## src/rtl/mcg_pkg.sv

```systemverilog
// multi_clk_gen shared types: channel state, config set, clamp.
// Build option: MCG_RISE_STROBE_EN adds the rise_o strobe output.
package mcg_pkg;

  typedef enum logic [1:0] {
    ST_IDLE,
    ST_DELAY,
    ST_RUN
  } mcg_state_e;

  localparam int unsigned DEF_P = 2;
  localparam int unsigned DEF_H = 1;
  localparam int unsigned DEF_D = 0;

  typedef struct packed {
    logic [31:0] p;
    logic [31:0] h;
    logic [31:0] d;
  } mcg_cfg_t;

  // Force a usable waveform: P >= 2 and 1 <= H <= P-1.
  function automatic mcg_cfg_t mcg_clamp(
    input mcg_cfg_t c
  );
    mcg_cfg_t r;
    r = c;
    if (c.p < 32'd2) r.p = 32'd2;
    if (r.h == 32'd0) r.h = 32'd1;
    else if (r.h >= r.p) r.h = r.p - 32'd1;
    return r;
  endfunction

endpackage

```

## src/rtl/mcg_channel.sv

```systemverilog
// multi_clk_gen single channel: shadow/active sets, FSM, counter.
// Build option: MCG_RISE_STROBE_EN adds the rise_o strobe output.
module mcg_channel
  import mcg_pkg::*;
#(
  parameter int CW = 16
) (
  input  logic          clk,
  input  logic          rst_n,
  input  logic          en,
  input  logic          wr,
  input  logic [CW-1:0] cfg_period,
  input  logic [CW-1:0] cfg_high,
  input  logic [CW-1:0] cfg_phase,
  output logic          clk_o,
  output logic          running
`ifdef MCG_RISE_STROBE_EN
  ,
  output logic          rise_o
`endif
);

  mcg_state_e    st, st_n;
  logic [CW-1:0] sh_p, sh_h, sh_d;
  logic [CW-1:0] ac_p, ac_h;
  logic [CW-1:0] ac_p_n, ac_h_n;
  logic [CW-1:0] cnt, cnt_n, cnt_inc;
  logic          clk_q, clk_n;
  logic          run_q, run_n;
  mcg_cfg_t      src, cl;

  // Pick the set being activated, bypassing a same-cycle write.
  always_comb begin
    src = '0;
    if (wr) begin
      src.p = 32'(cfg_period);
      src.h = 32'(cfg_high);
      src.d = 32'(cfg_phase);
    end else begin
      src.p = 32'(sh_p);
      src.h = 32'(sh_h);
      src.d = 32'(sh_d);
    end
    cl = mcg_clamp(src);
  end

  assign cnt_inc = cnt + CW'(1);

  // Next-state, counter and output decode.
  always_comb begin
    st_n   = st;
    cnt_n  = cnt;
    clk_n  = clk_q;
    ac_p_n = ac_p;
    ac_h_n = ac_h;
    unique case (st)
      ST_IDLE: begin
        clk_n = 1'b0;
        if (en) begin
          ac_p_n = CW'(cl.p);
          ac_h_n = CW'(cl.h);
          cnt_n  = CW'(cl.d);
          st_n   = ST_DELAY;
        end
      end
      ST_DELAY: begin
        clk_n = 1'b0;
        if (cnt == '0) begin
          st_n  = ST_RUN;
          clk_n = 1'b1;
        end else begin
          cnt_n = cnt - CW'(1);
        end
      end
      ST_RUN: begin
        if (cnt == ac_p - CW'(1)) begin
          ac_p_n = CW'(cl.p);
          ac_h_n = CW'(cl.h);
          cnt_n  = '0;
          if (en) begin
            clk_n = 1'b1;
          end else begin
            clk_n = 1'b0;
            st_n  = ST_IDLE;
          end
        end else begin
          cnt_n = cnt_inc;
          clk_n = (cnt_inc < ac_h);
        end
      end
      default: begin
        st_n  = ST_IDLE;
        clk_n = 1'b0;
        cnt_n = '0;
      end
    endcase
    run_n = (st_n != ST_IDLE);
  end

  // Shadow set captures every write to this channel.
  always_ff @(posedge clk or negedge rst_n) begin
    if (!rst_n) begin
      sh_p <= CW'(DEF_P);
      sh_h <= CW'(DEF_H);
      sh_d <= CW'(DEF_D);
    end else if (wr) begin
      sh_p <= cfg_period;
      sh_h <= cfg_high;
      sh_d <= cfg_phase;
    end
  end

  // State, active set, counter and registered outputs.
  always_ff @(posedge clk or negedge rst_n) begin
    if (!rst_n) begin
      st    <= ST_IDLE;
      ac_p  <= CW'(DEF_P);
      ac_h  <= CW'(DEF_H);
      cnt   <= '0;
      clk_q <= 1'b0;
      run_q <= 1'b0;
    end else begin
      st    <= st_n;
      ac_p  <= ac_p_n;
      ac_h  <= ac_h_n;
      cnt   <= cnt_n;
      clk_q <= clk_n;
      run_q <= run_n;
    end
  end

  assign clk_o   = clk_q;
  assign running = run_q;

`ifdef MCG_RISE_STROBE_EN
  logic rise_q;

  // Strobe marks the cycle in which clk_o first reads 1.
  always_ff @(posedge clk or negedge rst_n) begin
    if (!rst_n) rise_q <= 1'b0;
    else        rise_q <= clk_n & ~clk_q;
  end

  assign rise_o = rise_q;
`endif

endmodule

```

## src/rtl/multi_clk_gen.sv

```systemverilog
// multi_clk_gen top: NCH programmable divided clocks.
// Build option: MCG_RISE_STROBE_EN adds the rise_o strobe output.
module multi_clk_gen
  import mcg_pkg::*;
#(
  parameter  int NCH = 4,
  parameter  int CW  = 16,
  localparam int CHW = (NCH > 1) ? $clog2(NCH) : 1
) (
  input  logic           clk,
  input  logic           rst_n,
  input  logic [NCH-1:0] en,
  input  logic           cfg_wr,
  input  logic [CHW-1:0] cfg_ch,
  input  logic [CW-1:0]  cfg_period,
  input  logic [CW-1:0]  cfg_high,
  input  logic [CW-1:0]  cfg_phase,
  output logic [NCH-1:0] clk_o,
  output logic [NCH-1:0] running
`ifdef MCG_RISE_STROBE_EN
  ,
  output logic [NCH-1:0] rise_o
`endif
);

  logic [NCH-1:0] wr;

  // Write-address decode; out-of-range channels match nothing.
  always_comb begin
    wr = '0;
    for (int i = 0; i < NCH; i++) begin
      wr[i] = cfg_wr && (cfg_ch == CHW'(i));
    end
  end

  for (genvar g = 0; g < NCH; g++) begin : g_ch
    mcg_channel #(
      .CW(CW)
    ) u_ch (
      .clk       (clk),
      .rst_n     (rst_n),
      .en        (en[g]),
      .wr        (wr[g]),
      .cfg_period(cfg_period),
      .cfg_high  (cfg_high),
      .cfg_phase (cfg_phase),
      .clk_o     (clk_o[g]),
      .running   (running[g])
`ifdef MCG_RISE_STROBE_EN
      ,
      .rise_o    (rise_o[g])
`endif
    );
  end

endmodule

```

## config.mk

```make
export PLATFORM = sky130hd
export DESIGN_NAME = multi_clk_gen
export DESIGN_NICKNAME = d
export VERILOG_FILES = /design/src/rtl/mcg_pkg.sv /design/src/rtl/mcg_channel.sv /design/src/rtl/multi_clk_gen.sv
export SDC_FILE = /design/constraint.sdc
export NUM_CORES = 1
export LEC_CHECK = 0
export BUFFER_PORTS_ARGS = -buffer_cell sky130_fd_sc_hd__clkbuf_2
export CORE_ASPECT_RATIO = 1.1
export CORE_MARGIN = 2
export CORE_UTILIZATION = 65
export CTS_CLUSTER_SIZE = 8
export DETAILED_ROUTE_END_ITERATION = 16
export PLACE_DENSITY = 0.8
export SYNTH_ARGS = -nofsm -noshare
export SYNTH_HDL_FRONTEND = slang
export SYNTH_SLANG_ARGS = --single-unit
```

## constraint.sdc

```tcl
create_clock -name clk -period 8.5 [get_ports clk]
set_clock_uncertainty 0.1 [all_clocks]
set_input_delay 1.275 -clock clk [delete_from_list [all_inputs] [get_ports clk]]
set_output_delay 1.275 -clock clk [all_outputs]
set_load 0.01 [all_outputs]
```

==> results.sh, run 1 <==
export IMPL_synth_async_sr_flop_share=1.00
export IMPL_tightest_slew_ns=1.29
export IMPL_grt_pass1_vias=23400
export IMPL_crit_chain="clkbuf_2, or3b_2, buf_4, mux2_2, and4_1, nand2b_1, or4_1, and2_4, ha_1, nor3b_1, o21ai_0, o2111ai_1, nand2_1, a21oi_2, buf_4, mux2_2, nand3_1, o21ai_0"
export IMPL_power_density_nw_per_um2=349
export IMPL_grt_max_degree=136
export IMPL_grt_overflow=0
export IMPL_path_clk_slew_ns=0.05
export IMPL_synth_area_leaders="dfrtp_1, nand2_1, ha_1"
export IMPL_start_util=0.655
export IMPL_crit_type="in2reg"
export IMPL_cts_hold_fix_buffers=0
export IMPL_synthToLayoutAreaGrowth_pct=7.80
export IMPL_place_congestion=0.995
export IMPL_worstHoldPathType="reg2reg"
export IMPL_worstHoldPathCells=2
export IMPL_ant_nets=0
export IMPL_diodes=0
export IMPL_die_height_um=217
export IMPL_fmax_mhz=168
export IMPL_die_w_um=198
export IMPL_fin_crit_sh=0.699
export IMPL_antenna_found_initial=0
export IMPL_synth_cells=3147
export IMPL_synth_top_area_frac=0.358
export IMPL_wl_per_cell_um=23.1
export IMPL_final_hold_viol_count=0
export IMPL_critPathTopFamily="simple AND/OR/NAND/NOR gates"
export IMPL_ys_flop_type="dfrtp_1"
export IMPL_via_per_inst=6.56
export IMPL_r2r_end="g_ch[0].u_ch.ac_h[12]"
export IMPL_crit_required_ns=8.85
export IMPL_crit_arrival_ns=6.29
export IMPL_ys_warn_count=0
export IMPL_syn_area_per_cell_um2=8.53
export IMPL_wl_mm=85.0
export IMPL_maxCapViolCount=0
export IMPL_final_setup_tns_ns=0
export IMPL_slew_limit_headroom=0.138
export IMPL_drive_gt1_frac=0.0764
export IMPL_cts_resized=0
export IMPL_min_to="g_ch[1].u_ch.sh_d[8]"
export IMPL_r2r_worst_path_cells=16
export IMPL_ioPinCount=65
export IMPL_grt_setup_unrepaired="false"
export IMPL_syn_num_nets=3362
export IMPL_synth_cell_types=95
export IMPL_rrSetupSlack_ns=3.93
export IMPL_final_cell_mix="nand2_1, dfrtp_1, inv_1"
export IMPL_cts_max_level=2
export IMPL_cts_path_max_buffers=3
export IMPL_layout_commonest_cell="nand2_1"
export IMPL_end_kind="flip-flop"
export IMPL_synth_seq_cells=400
export IMPL_critPathMaxFanout=32
export IMPL_synth_largest_area_cell="dfrtp_1"
export IMPL_cts_buffers=56
export IMPL_synth_seq_area_share=0.373
export IMPL_leakagePower_nw=13.5
export IMPL_postCtsSetupBuffers=0
export IMPL_synth_area_um2=26900
export IMPL_cts_tree="done"
export IMPL_nets=3322
export IMPL_path_buf_inv=3
export IMPL_dp_hpwl_mm=61.9
export IMPL_clock_sinks=400
export IMPL_synth_edff_count=0
export IMPL_fp_coreArea_um2=41000
export IMPL_clockRootBuffer="clkbuf_16"
export IMPL_cp_start_kind="input port"
export IMPL_vias=24100
export IMPL_dr_pass1_iters=6
export IMPL_drv_slew=0
export IMPL_die_area_um2=43000
export IMPL_fill_cells=3205
export IMPL_io_buffers=64
export IMPL_track_usage=0.402
export IMPL_worstReg2RegStart="g_ch[0].u_ch.sh_p[6]"
export IMPL_setup_viol=0
export IMPL_crit_slowest_cell="or3b_2"
export IMPL_fin_crit_ns=5.94
export IMPL_clk_latency_ns=0.63
export IMPL_grt_pass1_wl_mm=133
export IMPL_final_util=0.706
export IMPL_slowest_delay_ns=0.79
export IMPL_status="finished clean"
export IMPL_first_iter_violations=2290
export IMPL_post_route_drc_count=0
export IMPL_row_count=78
export IMPL_worstHoldStart="g_ch[1].u_ch.sh_d[8]"
export IMPL_ir_drop_mv=0.219
-- per-layer routing --
metal / share of wire / vias up / GRT usage / wire length, um
met2: 0.45 / 1270 / 0.618 / 38000
met5: 0 / - / 0 / 0
li1: - / 10900 / - / -
met1: 0.40 / 11600 / 0.542 / 33800
met4: 0.055 / 0 / 0.203 / 4680
met3: 0.10 / 265 / 0.0792 / 8540
-- logic make-up after synthesis --
| group | synth area share |
|---|---|
| AND/OR/NAND/NOR | 0.210 |
| AO/OA/AOI/OAI | 0.153 |
| buffers and inverters | 0.0600 |
| flip-flops | 0.373 |
| XOR/XNOR | 0.0763 |
| adder cells (fa/ha/maj) | 0.0736 |
| multiplexers | 0.0542 |
-- worst max-delay path by stage --
| stage | start | to | slack [ns] | cells after the start |
|---|---|---|---|---|
| floorplan | cfg_ch[1] | g_ch[1].u_ch.ac_h[11] | 3.19 | 17 |
| global placement | cfg_ch[1] | g_ch[0].u_ch.ac_h[12] | 2.10 | 18 |
| detailed placement | cfg_ch[1] | g_ch[0].u_ch.ac_h[12] | 1.96 | 18 |
| CTS | cfg_ch[1] | g_ch[0].u_ch.ac_h[12] | 2.60 | 18 |
| global route | cfg_ch[1] | g_ch[0].u_ch.ac_h[12] | 2.32 | 18 |
| finish | cfg_ch[1] | g_ch[0].u_ch.ac_h[12] | 2.56 | 18 |
-- flip-flops by register name, indices dropped and copies added, names as in the netlist --
| register | flops |
|---|---|
| g_ch.u_ch.cnt | 64 |
| g_ch.u_ch.ac_h | 64 |
| g_ch.u_ch.clk_o | 4 |
| g_ch.u_ch.sh_h | 64 |
| g_ch.u_ch.ac_p | 64 |
| g_ch.u_ch.running | 4 |
| g_ch.u_ch.st | 8 |
| g_ch.u_ch.sh_p | 64 |
| g_ch.u_ch.sh_d | 64 |
-- worst register-to-register path, delay by kind of cell, from the launching register on --
kind                     cells  cell delay, ns
buffers and inverters        1            0.30
flip-flops                   1            0.39
AO/OA/AOI/OAI                4            0.95
AND/OR/NAND/NOR              8            1.78
adder cells (fa/ha/maj)      1            0.29
multiplexers                 2            0.59
-- final cells by class --
cell class                 count  area [um2]  share of cell area
tap                          520         651              0.0225
sequential                   400       10000               0.346
timing repair buffer          94         568              0.0196
clock inverter                 3        45.0             0.00156
multi-input combinational   2343       15300               0.527
clock buffer                 102        1610              0.0554
inverter                     212         796              0.0275
-- synth_stat cells, types with 11 or more instances --
library cell and count:
nor2_1 157, a22oi_1 27, nor2b_1 22, clkbuf_1 140, o211ai_1 11, dfrtp_1 384
o21ai_1 22, or3_1 28, mux2_2 20, a21o_1 21, nor4_1 57, a22o_1 18
nand2b_1 19, a211oi_1 18, and4_1 15, xnor2_1 167, buf_2 19, a221o_1 14
a31oi_1 40, nand2_1 544, or4_1 25, ha_1 158, o41ai_1 12, or2_2 14
mux2_1 13, o22ai_1 14, a21oi_1 104, nand3_1 69, buf_1 19, nor3_1 109
nand4_1 30, o31ai_1 21, inv_1 209, xor2_1 67, o21ai_0 200, and3_1 22
dfstp_2 16, mux2i_1 107, o21a_1 13
-- stage by stage --
stage,instance area (um2),power [mW],setup slack [ns],hold slack (ns),instances
4_1_cts,29000,10.0,2.60,0.371,3674
6_report,29000,10.1,2.56,0.367,3674
2_1_floorplan,26900,6.60,3.19,0.333,3147
5_1_grt,29000,10.8,2.32,0.381,3674
3_5_place_dp,27300,7.84,1.96,0.355,3569
3_3_place_gp,27300,7.64,2.10,0.355,3569
-- where the power goes --
| part | switching (mW) | leakage [nW] | internal (mW) |
|---|---|---|---|
| clock network | 0.876 | 0.785 | 1.26 |
| logic | 2.76 | 7.78 | 1.89 |
| registers | 0.799 | 4.94 | 2.52 |
No activity file was read; power rests on OpenSTA's default activity.
==> inputs of run 2 (changes only) <==
--- a/config.mk
+++ b/config.mk
@@ -8,10 +8,10 @@
 export BUFFER_PORTS_ARGS = -buffer_cell sky130_fd_sc_hd__clkbuf_2
 export CORE_ASPECT_RATIO = 1.1
 export CORE_MARGIN = 2
-export CORE_UTILIZATION = 65
+export CORE_UTILIZATION = 64
 export CTS_CLUSTER_SIZE = 8
 export DETAILED_ROUTE_END_ITERATION = 16
-export PLACE_DENSITY = 0.8
+export PLACE_DENSITY = 0.79
 export SYNTH_ARGS = -nofsm -noshare
 export SYNTH_HDL_FRONTEND = slang
 export SYNTH_SLANG_ARGS = --single-unit
==> constraint.sdc (replaced) <==
create_clock -name clk -period 5.62 [get_ports clk]
set_clock_uncertainty 0.1 [all_clocks]
set_input_delay 0.843 -clock clk [delete_from_list [all_inputs] [get_ports clk]]
set_output_delay 0.843 -clock clk [all_outputs]
set_load 0.01 [all_outputs]
==> results.sh, run 2 (same netlist as run 1, synthesis figures left out) <==
export IMPL_drive_gt1_frac=0.0818
export IMPL_ioPinCount=65
export IMPL_pwr_share_seq=0.329
export IMPL_wl_per_cell_um=22.4
export IMPL_cts_resized=0
export IMPL_grt_pass1_vias=23700
export IMPL_slew_limit_headroom=0.120
export IMPL_final_setup_tns_ns=0
export IMPL_swShare=0.435
export IMPL_nets=3340
export IMPL_start_util=0.651
export IMPL_path_buf_inv=4
export IMPL_clockRootBuffer="clkbuf_16"
export IMPL_combinationalPowerShare=0.461
export IMPL_power_switching_mw=6.61
export IMPL_place_congestion=0.954
export IMPL_grt_setup_unrepaired="false"
export IMPL_ant_nets=0
export IMPL_first_iter_violations=2214
export IMPL_met2_usage=0.620
export IMPL_grt_busiest_layer="met2"
export IMPL_cts_max_level=2
export IMPL_clock_sinks=400
export IMPL_cts_path_max_buffers=3
export IMPL_end_kind="flip-flop"
export IMPL_maxCapViolCount=0
export IMPL_post_route_drc_count=0
export IMPL_crit_slowest_cell="nor4b_2"
export IMPL_power_frac_clock=0.209
export IMPL_postCtsSetupBuffers=0
export IMPL_die_area_um2=43600
export IMPL_final_util=0.706
export IMPL_crit_type="in2reg"
export IMPL_die_height_um=219
export IMPL_cts_tree="done"
export IMPL_fmax_mhz=203
export IMPL_die_w_um=199
export IMPL_row_count=78
export IMPL_grt_use_met1=0.505
export IMPL_power_density_nw_per_um2=522
export IMPL_hold_ws_ns=0.141
export IMPL_antenna_found_initial=1
export IMPL_critPathTopFamily="simple AND/OR/NAND/NOR gates"
export IMPL_crit_chain="clkbuf_2, nand3b_1, buf_4, mux2i_1, inv_1, nor4_2, nor4b_2, nor2_1, ha_1, nand2_1, o21ai_0, nand4_1, a21oi_1, o22ai_2, buf_4, a311oi_1, a21oi_1, o31ai_1"
export IMPL_status="finished clean"
export IMPL_final_cell_mix="nand2_1, dfrtp_1, inv_1"
export IMPL_worstHoldPathType="in2async"
export IMPL_tightest_slew_ns=1.32
export IMPL_drv_slew=0
export IMPL_critPathMaxFanout=24
export IMPL_met3_usage=0.0901
export IMPL_slowest_delay_ns=0.53
export IMPL_grt_overflow=0
export IMPL_track_usage=0.391
export IMPL_crit_arrival_ns=5.32
export IMPL_synthToLayoutAreaGrowth_pct=8.44
export IMPL_grt_pass1_wl_mm=132
export IMPL_via_per_inst=6.47
export IMPL_p_int_mw=8.59
export IMPL_final_hold_viol_count=0
export IMPL_dp_hpwl_mm=60.8
export IMPL_wl_mm=83.4
export IMPL_path_clk_slew_ns=0.05
export IMPL_leakagePower_nw=13.6
export IMPL_vias=24100
export IMPL_grt_max_degree=128
export IMPL_fin_crit_ns=4.92
export IMPL_ir_drop_mv=0.301
export IMPL_io_buffers=64
export IMPL_cts_hold_fix_buffers=0
export IMPL_clk_latency_ns=0.62
export IMPL_layout_commonest_cell="nand2_1"
export IMPL_cts_buffers=56
export IMPL_setup_viol=0
export IMPL_crit_required_ns=6.02
export IMPL_fp_coreArea_um2=41300
export IMPL_cp_start_kind="input port"
export IMPL_fin_crit_sh=0.876
export IMPL_dr_pass1_iters=6
-- run 2: final cells by class --
cell class | count | area, um2
Antenna cell | 1 | 2.50
Clock buffer | 99 | 1600
Multi-Input combinational cell | 2343 | 15300
Sequential cell | 400 | 10000
Clock inverter | 2 | 17.5
Inverter | 212 | 796
Fill cell | 3280 | 12200
Timing Repair Buffer | 112 | 716
Tap cell | 560 | 701
-- run 2: path summary, 6_finish.rpt --
check | from | endpoint | slack (ns) | cells past startpoint
hold / removal | rst_n | g_ch[2].u_ch.cnt[5] | 0.14 | 1
max in group asynchronous | rst_n | g_ch[0].u_ch.ac_p[2] | 3.89 | 2
min in group clk | g_ch[3].u_ch.sh_d[0] | g_ch[3].u_ch.sh_d[0] | 0.37 | 2
hold reg to reg | g_ch[3].u_ch.sh_d[0] | g_ch[3].u_ch.sh_d[0] | 0.37 | 2
setup / recovery | cfg_ch[1] | g_ch[1].u_ch.ac_h[15] | 0.70 | 18
setup reg to reg | g_ch[2].u_ch.sh_p[14] | g_ch[2].u_ch.ac_h[5] | 1.35 | 14
-- run 2: power by group through the flow --
stage          registers [mW]  clock network, mW  logic, mW
6_report                 5.00               3.18       7.01
5_1_grt                  5.12               3.34       7.81
4_1_cts                  4.95               3.21       6.90
3_5_place_dp             4.99                  0       6.85
3_3_place_gp             4.95                  0       6.61
2_1_floorplan            4.29                  0       5.69
-- run 2: metal layers --
metal  routed length [um]  share of wire
met5                    0              0
met4                 4320          0.052
met3                 8080          0.097
met2                38400           0.46
met1                32600           0.39
-- run 2: through the flow --
stage	worst slack [ns]	total power, mW	cell area, um2	instances
2_1_floorplan	0.743	9.98	26900	3147
3_3_place_gp	0.312	11.6	27500	3627
3_5_place_dp	0.208	11.8	27500	3627
4_1_cts	0.768	15.1	29100	3728
5_1_grt	0.395	16.3	29100	3729
6_report	0.699	15.2	29100	3729
